===== config.mk =====
export PLATFORM = sky130hd
export DESIGN_NAME = serial_alu16
export DESIGN_NICKNAME = d
export VERILOG_FILES = /design/src/rtl/alu_pkg.sv /design/src/rtl/serial_bit_unit.sv /design/src/rtl/serial_alu16.sv
export SDC_FILE = /design/constraint.sdc
export NUM_CORES = 1
export LEC_CHECK = 0
export CAP_MARGIN = 25
export CORE_UTILIZATION = 52
export CTS_BUF_LIST = sky130_fd_sc_hd__clkbuf_8
export DETAILED_ROUTE_END_ITERATION = 8
export MAX_ROUTING_LAYER = met4
export PLACE_DENSITY_LB_ADDON = 0.05
export SLEW_MARGIN = 20
export SYNTH_ARGS = -nofsm -noshare
export SYNTH_HDL_FRONTEND = slang
export SYNTH_HIERARCHICAL = 1
export SYNTH_SLANG_ARGS = --single-unit

===== constraint.sdc =====
create_clock -name clk -period 3.8 [get_ports clk]
set_clock_uncertainty 0.2 [all_clocks]
set_input_delay 0.38 -clock clk [delete_from_list [all_inputs] [get_ports clk]]
set_output_delay 0.38 -clock clk [all_outputs]
set_load 0.05 [all_outputs]

===== src/rtl/alu_pkg.sv =====
// Shared definitions for the bit-serial 16-bit ALU: widths, opcodes, FSM states.
package alu_pkg;

   localparam int unsigned WIDTH = 16;
   localparam int unsigned IDX_W = 4;

   // Opcode encodings; 3'b101..3'b111 are reserved and produce a zero result.
   typedef enum logic [2:0] {
      OP_ADD = 3'b000,
      OP_SUB = 3'b001,
      OP_AND = 3'b010,
      OP_OR  = 3'b011,
      OP_XOR = 3'b100
   } op_t;

   typedef enum logic [1:0] {
      IDLE = 2'b00,
      RUN  = 2'b01,
      DONE = 2'b10
   } state_t;

endpackage : alu_pkg


===== src/rtl/serial_bit_unit.sv =====
// One-bit ALU slice with its carry flop.
// Ports:
//   clk, rst  : clock, synchronous active-high reset
//   abit,bbit : operand bits for the current lane
//   op        : operation (reserved encodings yield 0)
//   init      : preload carry (1 for SUB, else 0) at operation start
//   en        : advance carry to the carry-out of the current bit
//   rbit      : result bit for the current lane (combinational)
//   carry     : carry-out of the current bit (combinational, 0 for non-arith)
module serial_bit_unit
   import alu_pkg::*;
(
   input  logic clk,
   input  logic rst,
   input  logic abit,
   input  logic bbit,
   input  op_t  op,
   input  logic init,
   input  logic en,
   output logic rbit,
   output logic carry
);

   logic carry_q;
   logic bx;

   // SUB adds the inverted B operand with a carry-in of 1.
   assign bx = (op == OP_SUB) ? ~bbit : bbit;

   // Per-bit function and carry-out.
   always_comb begin
      rbit  = 1'b0;
      carry = 1'b0;
      case (op)
         OP_ADD, OP_SUB: begin
            rbit  = abit ^ bx ^ carry_q;
            carry = (abit & bx) | (abit & carry_q) | (bx & carry_q);
         end
         OP_AND:  rbit = abit & bbit;
         OP_OR:   rbit = abit | bbit;
         OP_XOR:  rbit = abit ^ bbit;
         default: rbit = 1'b0;
      endcase
   end

   // Carry flop: preload at start, then follow the ripple one bit per cycle.
   always_ff @(posedge clk) begin
      if (rst) begin
         carry_q <= 1'b0;
      end else if (init) begin
         carry_q <= (op == OP_SUB);
      end else if (en) begin
         carry_q <= carry;
      end
   end

endmodule : serial_bit_unit


===== src/rtl/serial_alu16.sv =====
// Bit-serial 16-bit ALU controller: latches operands/opcode on start, then
// computes one result bit per clock from LSB to MSB and reports flags.
// Ports:
//   clk, rst : clock, synchronous active-high reset
//   start    : operation request, sampled only in IDLE
//   op, a, b : opcode and operands, sampled with start
//   sl       : current bit index (mux16/demux16 lane select), 0 outside RUN
//   busy     : high during the 16 RUN cycles
//   done     : one-cycle pulse when result/cout/zero are final
//   result   : result register, holds until the next accepted start
//   cout     : final carry for ADD/SUB (1 = no borrow on SUB), else 0
//   zero     : result == 0, updated together with done
module serial_alu16
   import alu_pkg::*;
(
   input  logic             clk,
   input  logic             rst,
   input  logic             start,
   input  logic [2:0]       op,
   input  logic [WIDTH-1:0] a,
   input  logic [WIDTH-1:0] b,
   output logic [IDX_W-1:0] sl,
   output logic             busy,
   output logic             done,
   output logic [WIDTH-1:0] result,
   output logic             cout,
   output logic             zero
);

   state_t           state;
   logic [IDX_W-1:0] idx;
   logic [WIDTH-1:0] a_q;
   logic [WIDTH-1:0] b_q;
   op_t              op_q;

   logic accept;
   logic run_en;
   op_t  unit_op;
   logic rbit;
   logic carry;

   assign accept = (state == IDLE) && start;
   assign run_en = (state == RUN);

   // The carry preload happens before op_q is loaded, so use the incoming opcode then.
   assign unit_op = accept ? op_t'(op) : op_q;

   // The index register is the lane select; it is 0 outside RUN.
   assign sl = idx;

   serial_bit_unit u_bit (
      .clk   (clk),
      .rst   (rst),
      .abit  (a_q[idx]),
      .bbit  (b_q[idx]),
      .op    (unit_op),
      .init  (accept),
      .en    (run_en),
      .rbit  (rbit),
      .carry (carry)
   );

   // Control FSM, index counter, operand and result registers.
   always_ff @(posedge clk) begin
      if (rst) begin
         state  <= IDLE;
         idx    <= '0;
         a_q    <= '0;
         b_q    <= '0;
         op_q   <= OP_ADD;
         result <= '0;
         cout   <= 1'b0;
         zero   <= 1'b0;
         busy   <= 1'b0;
         done   <= 1'b0;
      end else begin
         case (state)
            IDLE: begin
               done <= 1'b0;
               if (start) begin
                  a_q    <= a;
                  b_q    <= b;
                  op_q   <= op_t'(op);
                  result <= '0;
                  idx    <= '0;
                  busy   <= 1'b1;
                  state  <= RUN;
               end
            end
            RUN: begin
               result[idx] <= rbit;
               if (idx == IDX_W'(WIDTH - 1)) begin
                  idx   <= '0;
                  cout  <= carry;
                  zero  <= ({rbit, result[WIDTH-2:0]} == '0);
                  busy  <= 1'b0;
                  done  <= 1'b1;
                  state <= DONE;
               end else begin
                  idx <= idx + IDX_W'(1);
               end
            end
            DONE: begin
               done  <= 1'b0;
               state <= IDLE;
            end
            default: begin
               state <= IDLE;
               busy  <= 1'b0;
               done  <= 1'b0;
               idx   <= '0;
            end
         endcase
      end
   end

endmodule : serial_alu16


After elaboration in Yosys (flattened, before gate mapping)
Cells that the tools add are included.
{"block": "word_totals", "n_memories": 0, "rom_bits": 0, "regBits": 62, "latchBits": 0, "mem_bits_rw": 0}
{"block": "classes", "n_lt_le_gt_ge": 2, "n_bitwise": 13, "eq_ne": 9, "muxes": 24, "multipliers": 0, "div_mod_pow": 0, "shift": 0, "n_reduce_logical": 15, "addsub": 1}
{"cell": "16-bit case mux with 2 select lines", "n": 1}
{"cell": "16-bit bitwise mux", "n": 1}
{"cell": "16-bit zero test", "n": 1}
{"cell": "16-bit two-way mux", "n": 1}
{"cell": "4-bit case mux with 3 select lines", "n": 1}
{"cell": "2-bit AND reduction", "n": 5}
{"cell": "1-bit two-way mux", "n": 9}
{"cell": "1-bit binary-select mux with 4-bit select", "n": 2}
{"cell": "4-bit two-way mux", "n": 2}
{"cell": "3-bit by 2-bit equality test with 1-bit output (second input constant)", "n": 2}
{"cell": "4-bit by 5-bit < comparator with 1-bit output (second input constant)", "n": 1}
{"cell": "4-bit by 1-bit adder with 4-bit output (second input constant)", "n": 1}
{"cell": "1-bit bitwise AND", "n": 4}
{"cell": "1-bit demux with 4-bit select", "n": 1}
{"cell": "4-bit equality test (second input constant)", "n": 1}
{"cell": "4-bit by 1-bit >= comparator with 1-bit output (second input constant)", "n": 1}
{"cell": "2-bit two-way mux", "n": 2}
{"cell": "1-bit case mux with 4 select lines", "n": 1}
{"cell": "2-bit case mux with 2 select lines", "n": 1}
{"cell": "2-bit nonzero test", "n": 2}
{"cell": "2-bit OR reduction", "n": 2}
{"cell": "3-bit by 1-bit equality test with 1-bit output (second input constant)", "n": 1}
{"cell": "3-bit equality test (second input constant)", "n": 1}
{"cell": "3-bit zero test", "n": 1}
{"cell": "12 further kinds", "n": 19}

Longest topological paths before layout
{"block": "logic_depth", "depth_word": 11, "mapped_depth": 16}

By module
Netlist, hierarchy kept.
{"mod": "serial_alu16", "n_inst": 1, "seq_area_each_um2": 1221.2, "cells_each": 325, "area_each_um2": 2665.1}
{"mod": "serial_bit_unit", "n_inst": 1, "seq_area_each_um2": 20.0, "cells_each": 20, "area_each_um2": 168.9}

Worst setup path before layout
Ideal clock, no wire load.
{"block": "synth_path", "path_kind": "reg-to-reg", "start": "reg idx[0] (netlist: sl[0])", "end": "reg zero", "arrival_time_ns": 3.147, "path_slack_ns": 0.387, "period_less_slack_ns": 3.413, "required_ns": 3.535, "path_stages_with_launch": 14, "cell_sequence": "dfxtp_1 > buf_6 > mux4_1 > a22oi_1 > nand2_1 > xnor2_1 > fa_1 > nand2b_1 > a21oi_1 > a21o_2 > nor4_1 > and4_1 > mux2i_1 > nor2_1"}
{"block": "synth_between", "elab_chain_cells": 8, "elab_cells_between_ends": 15, "classes_between": "1 x eq/ne; 6 x mux; 6 x bitwise; 2 x reduce/logical"}
{"item": "start, declared", "line": "serial_alu16.sv:31", "rtl": "logic [IDX_W-1:0] idx;"}
{"item": "start signal, assigned", "line": "serial_alu16.sv:100", "rtl": "idx <= idx + IDX_W'(1);"}
{"item": "1-bit binary-select mux with 4-bit select", "line": "serial_alu16.sv:55", "rtl": ".bbit (b_q[idx]),"}
{"item": "1-bit two-way mux (implied by the code)", "line": "serial_alu16.sv:55"}
{"item": "1-bit NOT", "line": "serial_bit_unit.sv:28", "rtl": "assign bx = (op == OP_SUB) ? ~bbit : bbit;"}
{"item": "1-bit two-way mux", "line": "serial_bit_unit.sv:28"}
{"item": "1-bit bitwise XOR (2 in series)", "line": "serial_bit_unit.sv:36", "rtl": "rbit = abit ^ bx ^ carry_q;"}
{"item": "1-bit case mux with 4 select lines (*)", "line": "serial_bit_unit.sv:34", "rtl": "case (op)"}
{"item": "named net rbit", "line": "serial_alu16.sv:39", "rtl": "logic rbit;"}
{"item": "16-bit zero test (*)", "line": "serial_alu16.sv:95", "rtl": "zero <= ({rbit, result[WIDTH-2:0]} == '0);"}
{"item": "end signal, assigned", "line": "serial_alu16.sv:95"}
{"item": "end, declared", "line": "serial_alu16.sv:27", "rtl": "output logic zero"}
Mark *: on every way through the listed nets, which the timed path passes. The rest lies on a longest branch. The select of a mux whose other input is x is not followed.
A chain may end at the register's enable or synchronous reset.

Worst setup path in the final report
Ends and elaborated chain as after synthesis.

==> results.txt <==
The number of register bits inferred by synthesis was 62. The slowest stage cell on the critical path was sky130_fd_sc_hd__mux4_1. The endpoint identified for the worst register-to-register timing path is zero$_SDFFE_PP0P_.

The biggest cell delay along the critical path was 560 ps. Input and output buffers added on the ports amount to 61. The HPWL after detailed placement is 4770 µm. The achievable clock frequency came out at 304 MHz. Worst slew margin relative to its limit: 44.4%.

In this run, the number of DRC markers left after iteration 0 of detailed routing was 264. The run gives 0 as the final global-route overflow total. The tools report the final number of max-transition violations as 0. The worst setup path is captured at a flip-flop.

After detailed routing, the number of remaining DRC violations is 0. The gate family responsible for the most delay along the worst path is simple AND/OR/NAND/NOR gates. For this configuration, the core starts out at a cell density of 54.8%.

Summing every instance area after synthesis gives 2830 µm². The tools report the worst hold-check slack as 250 ps. The flow ran to the end, and the final reports show no timing, DRC or antenna violations.

Data arrives at the worst endpoint at 3360 ps. The weighted congestion reported at the end of routability-driven placement was 0.828; the power per unit of standard cell area was 410 nW/µm². The critical path is of the flip-flop to flip-flop type. The growth of design area from synthesis to finish is 30.5%, and the global-route wire length before repair is 11200 µm.

The tools report the hold violation total from the final report as 0. Summed over all failing endpoints, the final setup total negative slack is 0 ps. In this run the register-to-register setup slack is 510 ps. The maximum number of buffers from clock root to sink is 2, and the hold-fix buffer count after cts is 0. The logs give 38 for the count of distinct cell types in the synthesized netlist and 340 ps for the clock latency at the later pin of the worst-skew pair. Across every metal layer, demand over resource in global routing totals 27.1%. The Yosys step of the flow raised 6 warnings. In this run the remaining antenna-violating nets after routing total 0. Worst setup margin: 513 ps. The number of iterations in the first detailed-routing pass is 5. The worst hold path terminates at a_q[13]$_SDFFE_PP0P_. Counting the fill cells in the layout gives 422. The tools report the via total after detailed routing as 2708.

Buffers inserted during clock tree synthesis total 9. The startpoint identified for the worst hold timing path is a_q[13]$_SDFFE_PP0P_. VDD sags by at most 277 µV. The routed design could run at a clock period as short as 3290 ps. The routed design has 7030 µm of wire.

Setup repair after global routing left no endpoint under its margin. Clock-pin slew was measured on the worst setup and hold paths at 70 ps. For the worst setup path, the data required time is 3880 ps. The area occupied by multi-input gates was 1450 µm²; the cell count after synthesis was 345. Via-per-instance ratio: 5.69. Cells fill 71.5% of the core in the end.

The total nets after synthesis came out at 390. The logs give 0 for the number of gates given a new drive strength after cts and 342 ps for the post-placement setup slack. The final layout contains 447 nets.

The floorplan step defined a die boundary enclosing 5750 µm². For the initial antenna violation count, the log shows 0. Number of synthesized flops with an enable pin: 0.

Of all nets on the critical path, the largest fanout is 9. The signal on the critical path passes through buf_4 -> mux4_1 -> a22oi_1 -> nand2_1 -> xnor2_1 -> fa_1 -> nand2b_1 -> a21oi_1 -> a21o_2 -> nor4_1 -> and4_1 -> mux2i_1 -> nor2_1. STA classifies the critical path startpoint as a flip-flop.

During I/O placement, the number of pins put on the boundary was 62. The horizontal die dimension is 75.8 µm. Sequential cell area fraction in the yosys report: 43.8%.

The prevailing post-synth register cell was sky130_fd_sc_hd__dfxtp_1. The maximum level of the CTS H-tree was 3. The static leakage power came out at 1.43 nW. The path class of the tightest hold or removal check is flip-flop to flip-flop. Setup violations remaining at the end of the flow were counted as 0. After synthesis, the mean cell area works out to 8.21 µm². Post-CTS timing repair inserted 0 buffers for setup. The depth of the worst register-to-register path works out to 13. The share of post-route cells with drive strength above 1 was 8.37%. Across the run, the number of max-cap violations was 0.

Row generation in the floorplan step produced 26 rows. Entering global routing, the biggest net connects 36 pins. The die span in y is 75.8 µm. The buffering stage count on the worst path with inverters included is 1, and the total power is 1.52 mW. For the pin with the worst max-slew slack, the measured transition is 834 ps. 0 antenna diodes ended up in the layout.

Fraction of registers with async set/reset: 0%. Dividing the detail-routed wire length by the instance count gives 14.8 µm. The total area inside the core boundary comes to 5170 µm². The sequential cell area was 1240 µm². The run gives 2413 as the number of global-route vias before repair. The reg-to-reg critical path startpoint was sl[0]$_SDFFE_PP0P_. The share of the clock period used by the worst path was 86.5%. The worst hold path passes through 2 cells.

TritonCTS built the clock tree. The tools report the buffer cell driving the clock tree root as sky130_fd_sc_hd__clkbuf_8. The total clock sinks was 62.
-- final cells by class --
class                   count  share of cell area [%]
inverters                   9                   0.914
clock buffers               9                    3.35
multi-input cells         251                    39.3
repair buffers             69                    18.3
clock inverters             6                    2.13
well taps                  70                    2.37
flip-flops and latches     62                    33.6
-- cells by family after synthesis --
logic type | after synthesis | share of synthesized area, %
compound gates | 105 | 20.1
flops | 62 | 43.8
buf+inv | 32 | 4.94
simple gates | 127 | 19.2
mux | 10 | 7.99
xor+xnor | 2 | 0.618
fa+ha+maj | 7 | 3.36
-- registers in the layout (all words and copies together) (netlist names) --
name           count
a_q               16
done               1
sl                 4
result            16
busy               1
state              2
cout               1
op_q               3
zero               1
b_q               16
u_bit/carry_q      1
-- layer usage --
| layer | vias to the layer above | global-route usage [%] | part of all wire [%] |
|---|---|---|---|
| met1 | 1261 | 35.3 | 44 |
| met5 | - | - | 0 |
| met4 | 0 | 13.4 | 2.4 |
| met2 | 127 | 40.6 | 47 |
| met3 | 15 | 4.50 | 7.0 |
| li1 | 1305 | - | - |
-- cells in the mapped netlist, types with 2 or more instances --
cell type,count,area [µm²]
sky130_fd_sc_hd__a21o_2,2,17.5
sky130_fd_sc_hd__nand2_1,93,349
sky130_fd_sc_hd__a21oi_1,73,365
sky130_fd_sc_hd__mux4_1,7,184
sky130_fd_sc_hd__nor2b_1,3,18.8
sky130_fd_sc_hd__a22oi_1,7,52.6
sky130_fd_sc_hd__nor2_2,2,12.5
sky130_fd_sc_hd__mux2i_1,2,20.0
sky130_fd_sc_hd__o21ai_0,18,90.1
sky130_fd_sc_hd__nand2b_1,2,12.5
sky130_fd_sc_hd__nor3_1,2,10.0
sky130_fd_sc_hd__nor4_1,4,25.0
sky130_fd_sc_hd__dfxtp_1,62,1240
sky130_fd_sc_hd__nand3_1,2,10.0
sky130_fd_sc_hd__inv_1,8,30.0
sky130_fd_sc_hd__nor2_1,9,33.8
sky130_fd_sc_hd__and3_1,4,25.0
sky130_fd_sc_hd__buf_2,10,50.1
sky130_fd_sc_hd__clkbuf_1,11,41.3
sky130_fd_sc_hd__ha_1,6,75.1
-- metrics by stage --
step	instances	cell area, µm²
after floorplan	345	2830
after global placement	459	3470
after detailed placement	460	3490
after CTS	475	3690
after global routing	476	3700
final	476	3700
-- report_power, final --
group / switching [mW] / leakage, nW / internal [mW]
clock network: 0.250 / 0.110 / 0.360
registers: 0.0177 / 0.506 / 0.677
logic: 0.113 / 0.815 / 0.0971
-- tightest hold or removal path, stage by stage (launching register included) --
cell and delay [ps]:
sky130_fd_sc_hd__dfxtp_1 300, sky130_fd_sc_hd__nand2_1 50, sky130_fd_sc_hd__a21oi_1 50
-- cells in the final DEF (no fill, tap or decap), types with 3 or more instances in the layout --
cell and count:
sky130_fd_sc_hd__nand2_1 93, sky130_fd_sc_hd__inv_1 9, sky130_fd_sc_hd__buf_4 6, sky130_fd_sc_hd__clkinv_2 3, sky130_fd_sc_hd__a22oi_1 7, sky130_fd_sc_hd__nor2b_1 3, sky130_fd_sc_hd__clkdlybuf4s50_1 60, sky130_fd_sc_hd__nor2_1 9
sky130_fd_sc_hd__nor4_1 4, sky130_fd_sc_hd__dfxtp_1 61, sky130_fd_sc_hd__ha_1 6, sky130_fd_sc_hd__and3_1 4, sky130_fd_sc_hd__clkbuf_8 9, sky130_fd_sc_hd__o21ai_0 18, sky130_fd_sc_hd__mux4_1 7, sky130_fd_sc_hd__a21oi_1 73
-- how the worst max path moves through the flow --
| stage | from | to | slack, ps | cells after the start |
|---|---|---|---|---|
| 4_1_cts | sl[0]$_SDFFE_PP0P_ | zero$_SDFFE_PP0P_ | 330 | 13 |
| 6_report | sl[0]$_SDFFE_PP0P_ | zero$_SDFFE_PP0P_ | 510 | 13 |
| 3_3_place_gp | sl[0]$_SDFFE_PP0P_ | zero$_SDFFE_PP0P_ | 430 | 13 |
| 5_1_grt | sl[0]$_SDFFE_PP0P_ | zero$_SDFFE_PP0P_ | 130 | 13 |
| 3_5_place_dp | sl[0]$_SDFFE_PP0P_ | zero$_SDFFE_PP0P_ | 340 | 13 |
| 2_1_floorplan | sl[0]$_SDFFE_PP0P_ | zero$_SDFFE_PP0P_ | 390 | 13 |
Power figures use the tool's default switching activity.
